**src/rtl/proc_quantum_scheduler_pkg.sv**
```systemverilog
// Shared types and constants for the preemptive round-robin process scheduler.
package sched_pkg;

    // Scheduler control states.
    typedef enum logic [1:0] {
        ST_IDLE   = 2'd0,
        ST_RUN    = 2'd1,
        ST_SELECT = 2'd2,
        ST_REQ    = 2'd3
    } sched_state_e;

    // Configuration port write targets; value 3 is reserved and ignored.
    localparam logic [1:0] CFG_QUANTUM = 2'd0;
    localparam logic [1:0] CFG_READY   = 2'd1;
    localparam logic [1:0] CFG_YIELD   = 2'd2;

    // Default geometry.
    localparam int DEF_NPROC   = 8;
    localparam int DEF_QW      = 16;
    localparam int DEF_QUANTUM = 1000;

endpackage

```
**src/rtl/proc_quantum_scheduler_if.sv**
```systemverilog
// Kernel configuration port plus the switch handshake toward the process-swap logic.
interface proc_quantum_scheduler_if #(
    parameter int NPROC = 8,
    parameter int QW    = 16
);
    logic                     cfg_we;
    logic [1:0]               cfg_sel;
    logic [31:0]              cfg_data;
    logic                     preempt_req;
    logic                     preempt_ack;
    logic [$clog2(NPROC)-1:0] next_proc;

    // Kernel / swap-logic side.
    modport master (
        output cfg_we, cfg_sel, cfg_data, preempt_ack,
        input  preempt_req, next_proc
    );

    // Scheduler side.
    modport slave (
        input  cfg_we, cfg_sel, cfg_data, preempt_ack,
        output preempt_req, next_proc
    );
endinterface

```
**src/rtl/proc_quantum_scheduler_rr_picker.sv**
```systemverilog
// Combinational round-robin finder over the user slots (1..NPROC-1).
// Searches cur+1..NPROC-1, then wraps to 1..cur; slot 0 is never returned as a hit.
module rr_picker #(
    parameter int NPROC = 8,
    parameter int IW    = $clog2(NPROC)
) (
    input  logic [NPROC-1:0] mask,
    input  logic [IW-1:0]    cur,
    output logic [IW-1:0]    idx,
    output logic             found
);
    logic take_s;
    logic unused_mask_s;

    // Slot 0 is the OS fallback and is handled by the caller.
    assign unused_mask_s = mask[0];

    // First pass above the current slot, second pass wraps up to and including it.
    always_comb begin
        idx    = {IW{1'b0}};
        found  = 1'b0;
        take_s = 1'b0;
        for (int i = 1; i < NPROC; i++) begin
            take_s = !found && mask[i] && (i > int'(cur));
            idx    = take_s ? IW'(i) : idx;
            found  = found | take_s;
        end
        for (int i = 1; i < NPROC; i++) begin
            take_s = !found && mask[i] && (i <= int'(cur));
            idx    = take_s ? IW'(i) : idx;
            found  = found | take_s;
        end
    end
endmodule

```
**src/rtl/proc_quantum_scheduler.sv**
```systemverilog
// Preemptive round-robin scheduler: counts retired steps against a quantum,
// picks the next ready process and holds a switch request until acknowledged.
module proc_quantum_scheduler
    import sched_pkg::*;
#(
    parameter int NPROC       = DEF_NPROC,
    parameter int QW          = DEF_QW,
    parameter int DEF_QUANTUM = sched_pkg::DEF_QUANTUM,
    parameter int IW          = $clog2(NPROC)
) (
    input  logic                      clock,
    input  logic                      reset,
    input  logic                      enable,
    input  logic                      step,
    input  logic                      proc_exit,
    proc_quantum_scheduler_if.slave   bus,
    output logic [IW-1:0]             cur_proc,
    output logic [QW-1:0]             quantum_left,
    output logic                      idle
);
    localparam logic [NPROC-1:0] OS_BIT = {{(NPROC-1){1'b0}}, 1'b1};

    // Slot 0 can never be made unready.
    function automatic logic [NPROC-1:0] force_os_ready(input logic [NPROC-1:0] m);
        return m | OS_BIT;
    endfunction

    sched_state_e      state_r, state_next_s;
    logic [IW-1:0]     cur_proc_r, cur_proc_next_s;
    logic [IW-1:0]     next_proc_r, next_proc_next_s;
    logic              preempt_req_r, preempt_req_next_s;
    logic [QW-1:0]     quantum_reg_r, quantum_reg_next_s;
    logic [QW-1:0]     quantum_left_r, quantum_left_next_s;
    logic [NPROC-1:0]  ready_r, ready_base_s, ready_next_s, exit_clear_s;
    logic              idle_r, idle_next_s;
    logic              cfg_quantum_s, cfg_ready_s, cfg_yield_s;
    logic              exit_s, expire_s;
    logic [IW-1:0]     pick_idx_s, pick_sel_s;
    logic              pick_found_s;
    logic              unused_cfg_bits_s;

    assign unused_cfg_bits_s = ^bus.cfg_data[31:QW];

    assign cfg_quantum_s = bus.cfg_we && (bus.cfg_sel == CFG_QUANTUM);
    assign cfg_ready_s   = bus.cfg_we && (bus.cfg_sel == CFG_READY);
    assign cfg_yield_s   = bus.cfg_we && (bus.cfg_sel == CFG_YIELD);

    // An exit only matters for a user process that is actually running.
    assign exit_s       = (state_r == ST_RUN) && proc_exit && (cur_proc_r != {IW{1'b0}});
    assign expire_s     = step && (quantum_left_r == {{(QW-1){1'b0}}, 1'b1});
    assign exit_clear_s = NPROC'(exit_s) << cur_proc_r;

    // Next ready mask: kernel write first, then the exiting process drops out.
    always_comb begin
        ready_base_s = cfg_ready_s ? force_os_ready(bus.cfg_data[NPROC-1:0]) : ready_r;
        ready_next_s = force_os_ready(ready_base_s & ~exit_clear_s);
        idle_next_s  = (ready_next_s[NPROC-1:1] == {(NPROC-1){1'b0}});
    end

    assign quantum_reg_next_s = cfg_quantum_s ? bus.cfg_data[QW-1:0] : quantum_reg_r;

    // The picker sees the next-state mask so a write during SELECT affects the pick.
    rr_picker #(.NPROC(NPROC), .IW(IW)) u_picker (
        .mask  (ready_next_s),
        .cur   (cur_proc_r),
        .idx   (pick_idx_s),
        .found (pick_found_s)
    );

    assign pick_sel_s = pick_found_s ? pick_idx_s : {IW{1'b0}};

    // Next-state and datapath update for the scheduling FSM.
    always_comb begin
        state_next_s        = state_r;
        cur_proc_next_s     = cur_proc_r;
        next_proc_next_s    = next_proc_r;
        preempt_req_next_s  = preempt_req_r;
        quantum_left_next_s = quantum_left_r;
        case (state_r)
            ST_IDLE: begin
                preempt_req_next_s = 1'b0;
                if (enable) begin
                    state_next_s        = ST_RUN;
                    quantum_left_next_s = quantum_reg_r;
                end else begin
                    state_next_s = ST_IDLE;
                end
            end
            ST_RUN: begin
                if (!enable) begin
                    state_next_s = ST_IDLE;
                end else begin
                    if (step && (quantum_left_r != {QW{1'b0}})) begin
                        quantum_left_next_s = quantum_left_r - {{(QW-1){1'b0}}, 1'b1};
                    end else begin
                        quantum_left_next_s = quantum_left_r;
                    end
                    if (cfg_yield_s || exit_s || !ready_next_s[cur_proc_r] || expire_s) begin
                        state_next_s = ST_SELECT;
                    end else begin
                        state_next_s = ST_RUN;
                    end
                end
            end
            ST_SELECT: begin
                if (!enable) begin
                    state_next_s = ST_IDLE;
                end else if (pick_sel_s == cur_proc_r) begin
                    state_next_s        = ST_RUN;
                    quantum_left_next_s = quantum_reg_r;
                end else begin
                    state_next_s       = ST_REQ;
                    next_proc_next_s   = pick_sel_s;
                    preempt_req_next_s = 1'b1;
                end
            end
            ST_REQ: begin
                if (!enable) begin
                    state_next_s       = ST_IDLE;
                    preempt_req_next_s = 1'b0;
                end else if (bus.preempt_ack) begin
                    state_next_s        = ST_RUN;
                    cur_proc_next_s     = next_proc_r;
                    quantum_left_next_s = quantum_reg_r;
                    preempt_req_next_s  = 1'b0;
                end else begin
                    state_next_s = ST_REQ;
                end
            end
            default: begin
                state_next_s       = ST_IDLE;
                preempt_req_next_s = 1'b0;
            end
        endcase
    end

    // State and output registers.
    always_ff @(posedge clock or negedge reset) begin
        if (!reset) begin
            state_r        <= ST_IDLE;
            cur_proc_r     <= {IW{1'b0}};
            next_proc_r    <= {IW{1'b0}};
            preempt_req_r  <= 1'b0;
            quantum_reg_r  <= QW'(DEF_QUANTUM);
            quantum_left_r <= QW'(DEF_QUANTUM);
            ready_r        <= OS_BIT;
            idle_r         <= 1'b1;
        end else begin
            state_r        <= state_next_s;
            cur_proc_r     <= cur_proc_next_s;
            next_proc_r    <= next_proc_next_s;
            preempt_req_r  <= preempt_req_next_s;
            quantum_reg_r  <= quantum_reg_next_s;
            quantum_left_r <= quantum_left_next_s;
            ready_r        <= ready_next_s;
            idle_r         <= idle_next_s;
        end
    end

    assign cur_proc        = cur_proc_r;
    assign quantum_left    = quantum_left_r;
    assign idle            = idle_r;
    assign bus.preempt_req = preempt_req_r;
    assign bus.next_proc   = next_proc_r;
endmodule

```
**src/flat_wrapper.sv**
```systemverilog
// flat-port wrapper written by rule: the top's interface ports become plain ports
module proc_quantum_scheduler_flat import sched_pkg::*;
#(
    parameter int NPROC       = DEF_NPROC,
    parameter int QW          = DEF_QW,
    parameter int DEF_QUANTUM = sched_pkg::DEF_QUANTUM,
    parameter int IW          = $clog2(NPROC)
)
  (clock, reset, enable, step, proc_exit, cur_proc, quantum_left, idle, bus_cfg_we, bus_cfg_sel, bus_cfg_data, bus_preempt_ack, bus_preempt_req, bus_next_proc);
  proc_quantum_scheduler_if #(.NPROC(NPROC), .QW(QW)) bus_i ();
  input  logic clock;
  input  logic reset;
  input  logic enable;
  input  logic step;
  input  logic proc_exit;
  output logic [IW-1:0] cur_proc;
  output logic [QW-1:0] quantum_left;
  output logic idle;
  input wire logic [$bits(bus_i.cfg_we)-1:0] bus_cfg_we;
  input wire logic [$bits(bus_i.cfg_sel)-1:0] bus_cfg_sel;
  input wire logic [$bits(bus_i.cfg_data)-1:0] bus_cfg_data;
  input wire logic [$bits(bus_i.preempt_ack)-1:0] bus_preempt_ack;
  output wire logic [$bits(bus_i.preempt_req)-1:0] bus_preempt_req;
  output wire logic [$bits(bus_i.next_proc)-1:0] bus_next_proc;
  assign bus_i.cfg_we = bus_cfg_we;
  assign bus_i.cfg_sel = bus_cfg_sel;
  assign bus_i.cfg_data = bus_cfg_data;
  assign bus_i.preempt_ack = bus_preempt_ack;
  assign bus_preempt_req = bus_i.preempt_req;
  assign bus_next_proc = bus_i.next_proc;
  proc_quantum_scheduler #(.NPROC(NPROC), .QW(QW), .DEF_QUANTUM(DEF_QUANTUM), .IW(IW)) u_core (.clock(clock), .reset(reset), .enable(enable), .step(step), .proc_exit(proc_exit), .bus(bus_i), .cur_proc(cur_proc), .quantum_left(quantum_left), .idle(idle));
endmodule
```
**config.mk**
```make
export PLATFORM = sky130hd
export DESIGN_NAME = proc_quantum_scheduler_flat
export DESIGN_NICKNAME = d
export VERILOG_FILES = /design/src/rtl/proc_quantum_scheduler_pkg.sv /design/src/rtl/proc_quantum_scheduler_if.sv /design/src/rtl/proc_quantum_scheduler_rr_picker.sv /design/src/rtl/proc_quantum_scheduler.sv /design/src/flat_wrapper.sv
export SDC_FILE = /design/constraint.sdc
export NUM_CORES = 1
export LEC_CHECK = 0
export ABC_AREA = 1
export ABC_CLOCK_PERIOD_IN_PS = 2950
export BUFFER_PORTS_ARGS = -buffer_cell sky130_fd_sc_hd__buf_2
export CAP_MARGIN = 15
export CORE_ASPECT_RATIO = 0.6
export CORE_MARGIN = 2
export CORE_UTILIZATION = 50
export CTS_BUF_LIST = sky130_fd_sc_hd__clkbuf_8 sky130_fd_sc_hd__clkbuf_16
export CTS_CLUSTER_SIZE = 40
export DETAILED_ROUTE_END_ITERATION = 7
export HOLD_SLACK_MARGIN = 0.12
export MAX_ROUTING_LAYER = met4
export PLACE_DENSITY = 0.77
export SLEW_MARGIN = 20
export SYNTH_ARGS = -nofsm -noshare
export SYNTH_HDL_FRONTEND = slang
export SYNTH_HIERARCHICAL = 1
export SYNTH_SLANG_ARGS = --single-unit
```
**constraint.sdc**
```tcl
create_clock -name clock -period 2.95 [get_ports clock]
set_input_delay 0 -clock clock [delete_from_list [all_inputs] [get_ports clock]]
set_output_delay 0 -clock clock [all_outputs]
set_load 0.05 [all_outputs]
```
==> results.yml <==
outcome:
  status: "finished with violations"
  failed_checks: "negative setup slack"
sta:
  drv_slew: 0
  max_freq_mhz: 307
  rsz0062_at_grt: "true"
  fin_crit_ns: 3.26
  clock_skew_ns: 0.00707
  worstMarginPinSlew_ns: 0.957
  layout_setup_ws_ns: -0.306
  finalSetupViolCount: 21
  fin_crit_sh_pct: 110
  hold_viol_final: 0
  timing.slew.headroom_pct: 36.2
critical_path:
  critPathBufInv: 5
  r2r_end: "u_core/quantum_left[12]"
  timing.rr.start: "u_core/cur_proc[2]"
  worst_path_max_delay_cell: "dfrtp_4"
  critPathCaptureType: "flip-flop"
  start_kind: "flip-flop"
  required_ns: 3.19
  cpLargestDelayFamily: "simple AND/OR/NAND/NOR gates"
  crit_type: "flip-flop to flip-flop"
  worstPathArrival_ns: 3.49
  slowest_delay_ns: 0.54
  crit_chain: "clkinvlp_4 > buf_4 > nand2_1 > nand2_2 > inv_2 > nand3_4 > nand3_4 > nor2_4 > nand4_4 > nor2_4 > nand4_4 > nor2_4 > nand3_2 > nand2_2 > nand2_4 > xor2_2 > nand3_2 > a21oi_2 > nand2_2 > clkinv_4 > buf_12 > nor2_2 > a31oi_4"
  rrSetupSlack_ns: -0.31
  r2r_cells: 23
  cp_max_fo: 6
detailed_routing:
  via_per_inst: 5.51
  drc: 0
  drt_iter0_drc: 487
  ant_nets: 0
  avgRoutedWirePerCell_um: 16.6
  dr.pass1.iters: 6
  drt_wl_total_um: 10400
  vias: 3454
grt:
  grt_max_degree: 44
  grt_pass1_vias: 3007
  grt_util_all_layers_pct: 29.7
  overflow: 0
  grt_pass1_wl_um: 15200
  antenna_found_initial: 0
logic_synthesis:
  syn_area_per_cell_um2: 7.41
  synth_nets: 459
  synth_cells: 416
  syn_area_um2: 3080
  yosys_warnings: 6
floorplanning:
  die_w_um: 105
  die_area_um2: 6830
  num_rows: 22
  ios: 65
  initial_core_util_pct: 51.1
  core_region_area_um2: 6030
  die_y_um: 64.8
flow_run:
  maxCapViolations: 0
min_path:
  whs_path_depth: 6
  min_from: "bus_cfg_we"
  min-delay-path-class: "input port to flip-flop"
  min_to: "u_core/state_r[0]"
place:
  portBuffers: 48
  dpl.hpwl_um: 6720
  place.gp.congestion: 0.921
  post-place-ws_ns: -0.231
clock_network:
  clock_path_buffers: 2
  cts_root_buf: "clkbuf_8"
  cts_tree: "done"
  path_clk_slew_ns: 0.09
  h-tree-depth: 2
  clkSinkCount: 49
  numCtsBuffers: 5
  clkLatencyLatePin_ns: 0.31
layout:
  antenna-diode-count: 0
  drive_gt1_share_pct: 38.7
  num-nets-final: 585
  final_cell_mix: "85 x nand2_1, 56 x inv_1, 56 x buf_4"
  area_growth_pct: 43.5
  final_common_cell: "nand2_1"
  fillers: 426
pwr:
  p_leak_nw: 2.20
  peakVddDrop_mv: 0.545
  finalPower_mw: 5.37
  powerDensity_nw_per_um2: 1210
report_power, final:
part | leakage [nW] | switching [mW] | total [mW] | internal (mW)
Clock | 0.0467 | 0.232 | 0.393 | 0.161
Sequential | 0.566 | 0.263 | 1.23 | 0.963
Combinational | 1.59 | 2.34 | 3.75 | 1.41
routing by layer:
layer / GRT usage, % / vias up / part of all wire [%]
met2: 40.2 / 235 / 41
met5: - / - / 0
met3: 6.24 / 47 / 11
met1: 44.6 / 1581 / 45
met4: 8.00 / 0 / 3.0
li1: - / 1591 / -
state kept, by name, indices dropped and copies added (netlist names):
| register | count |
|---|---|
| u_core/quantum_left | 16 |
| u_core/bus.preempt_req | 1 |
| u_core/bus.next_proc | 3 |
| u_core/quantum_reg_r | 16 |
| u_core/state_r | 2 |
| u_core/ready_r | 7 |
| u_core/idle | 1 |
| u_core/cur_proc | 3 |
per-stage QoR:
step | cell area, um2 | hold WS [ns] | std cells | TNS [ns] | util (%)
floorplan | 3150 | -0.296 | 416 | -0.648 | -
global placement | 3710 | 0.192 | 573 | -1.07 | 61.5
detailed placement | 3710 | 0.199 | 573 | -3.84 | 61.5
CTS | 4270 | 0.195 | 618 | -1.96 | 70.9
global route | 4420 | 0.225 | 627 | -8.44 | 73.4
finish | 4420 | 0.212 | 627 | -5.20 | 73.4
repair_timing:
action | CTS | global route
pin swaps | 9 | 18
endpoints found under the hold margin | 49 | 0
setup buffers | 15 | 10
endpoints found under the setup margin | 21 | 21
cloned | 3 | 1
resized for setup | 35 | 26
hold buffers | 19 | 0
worst register-to-register path, delay by kind of cell, from the launching register on:
kind / cells / cell delay (ns)
compound gates: 2 / 0.31
flops: 1 / 0.54
buf+inv: 5 / 0.61
simple gates: 15 / 1.53
xor+xnor: 1 / 0.18
area by class of cell:
| cell class | instances | area, um2 | area share [%] |
|---|---|---|---|
| multi-input cells | 293 | 1770 | 40.1 |
| inverters | 64 | 256 | 5.80 |
| well taps | 84 | 105 | 2.38 |
| clock buffers | 5 | 68.8 | 1.56 |
| clock inverters | 3 | 15.0 | 0.339 |
| flip-flops and latches | 49 | 1250 | 28.3 |
| repair buffers | 129 | 952 | 21.5 |
how the worst max path moves through the flow:
stage / start / endpoint / cells after the start
6_report: u_core/cur_proc[2] / u_core/quantum_left[12] / 23
3_3_place_gp: u_core/state_r[1] / u_core/bus.next_proc[2] / 23
5_1_grt: u_core/cur_proc[2] / u_core/quantum_left[5] / 23
4_1_cts: u_core/cur_proc[1] / u_core/quantum_left[4] / 24
2_1_floorplan: u_core/cur_proc[0] / u_core/quantum_left[2] / 24
3_5_place_dp: u_core/cur_proc[1] / u_core/quantum_left[2] / 23
Note: power is estimated with default switching activity, not from simulation.
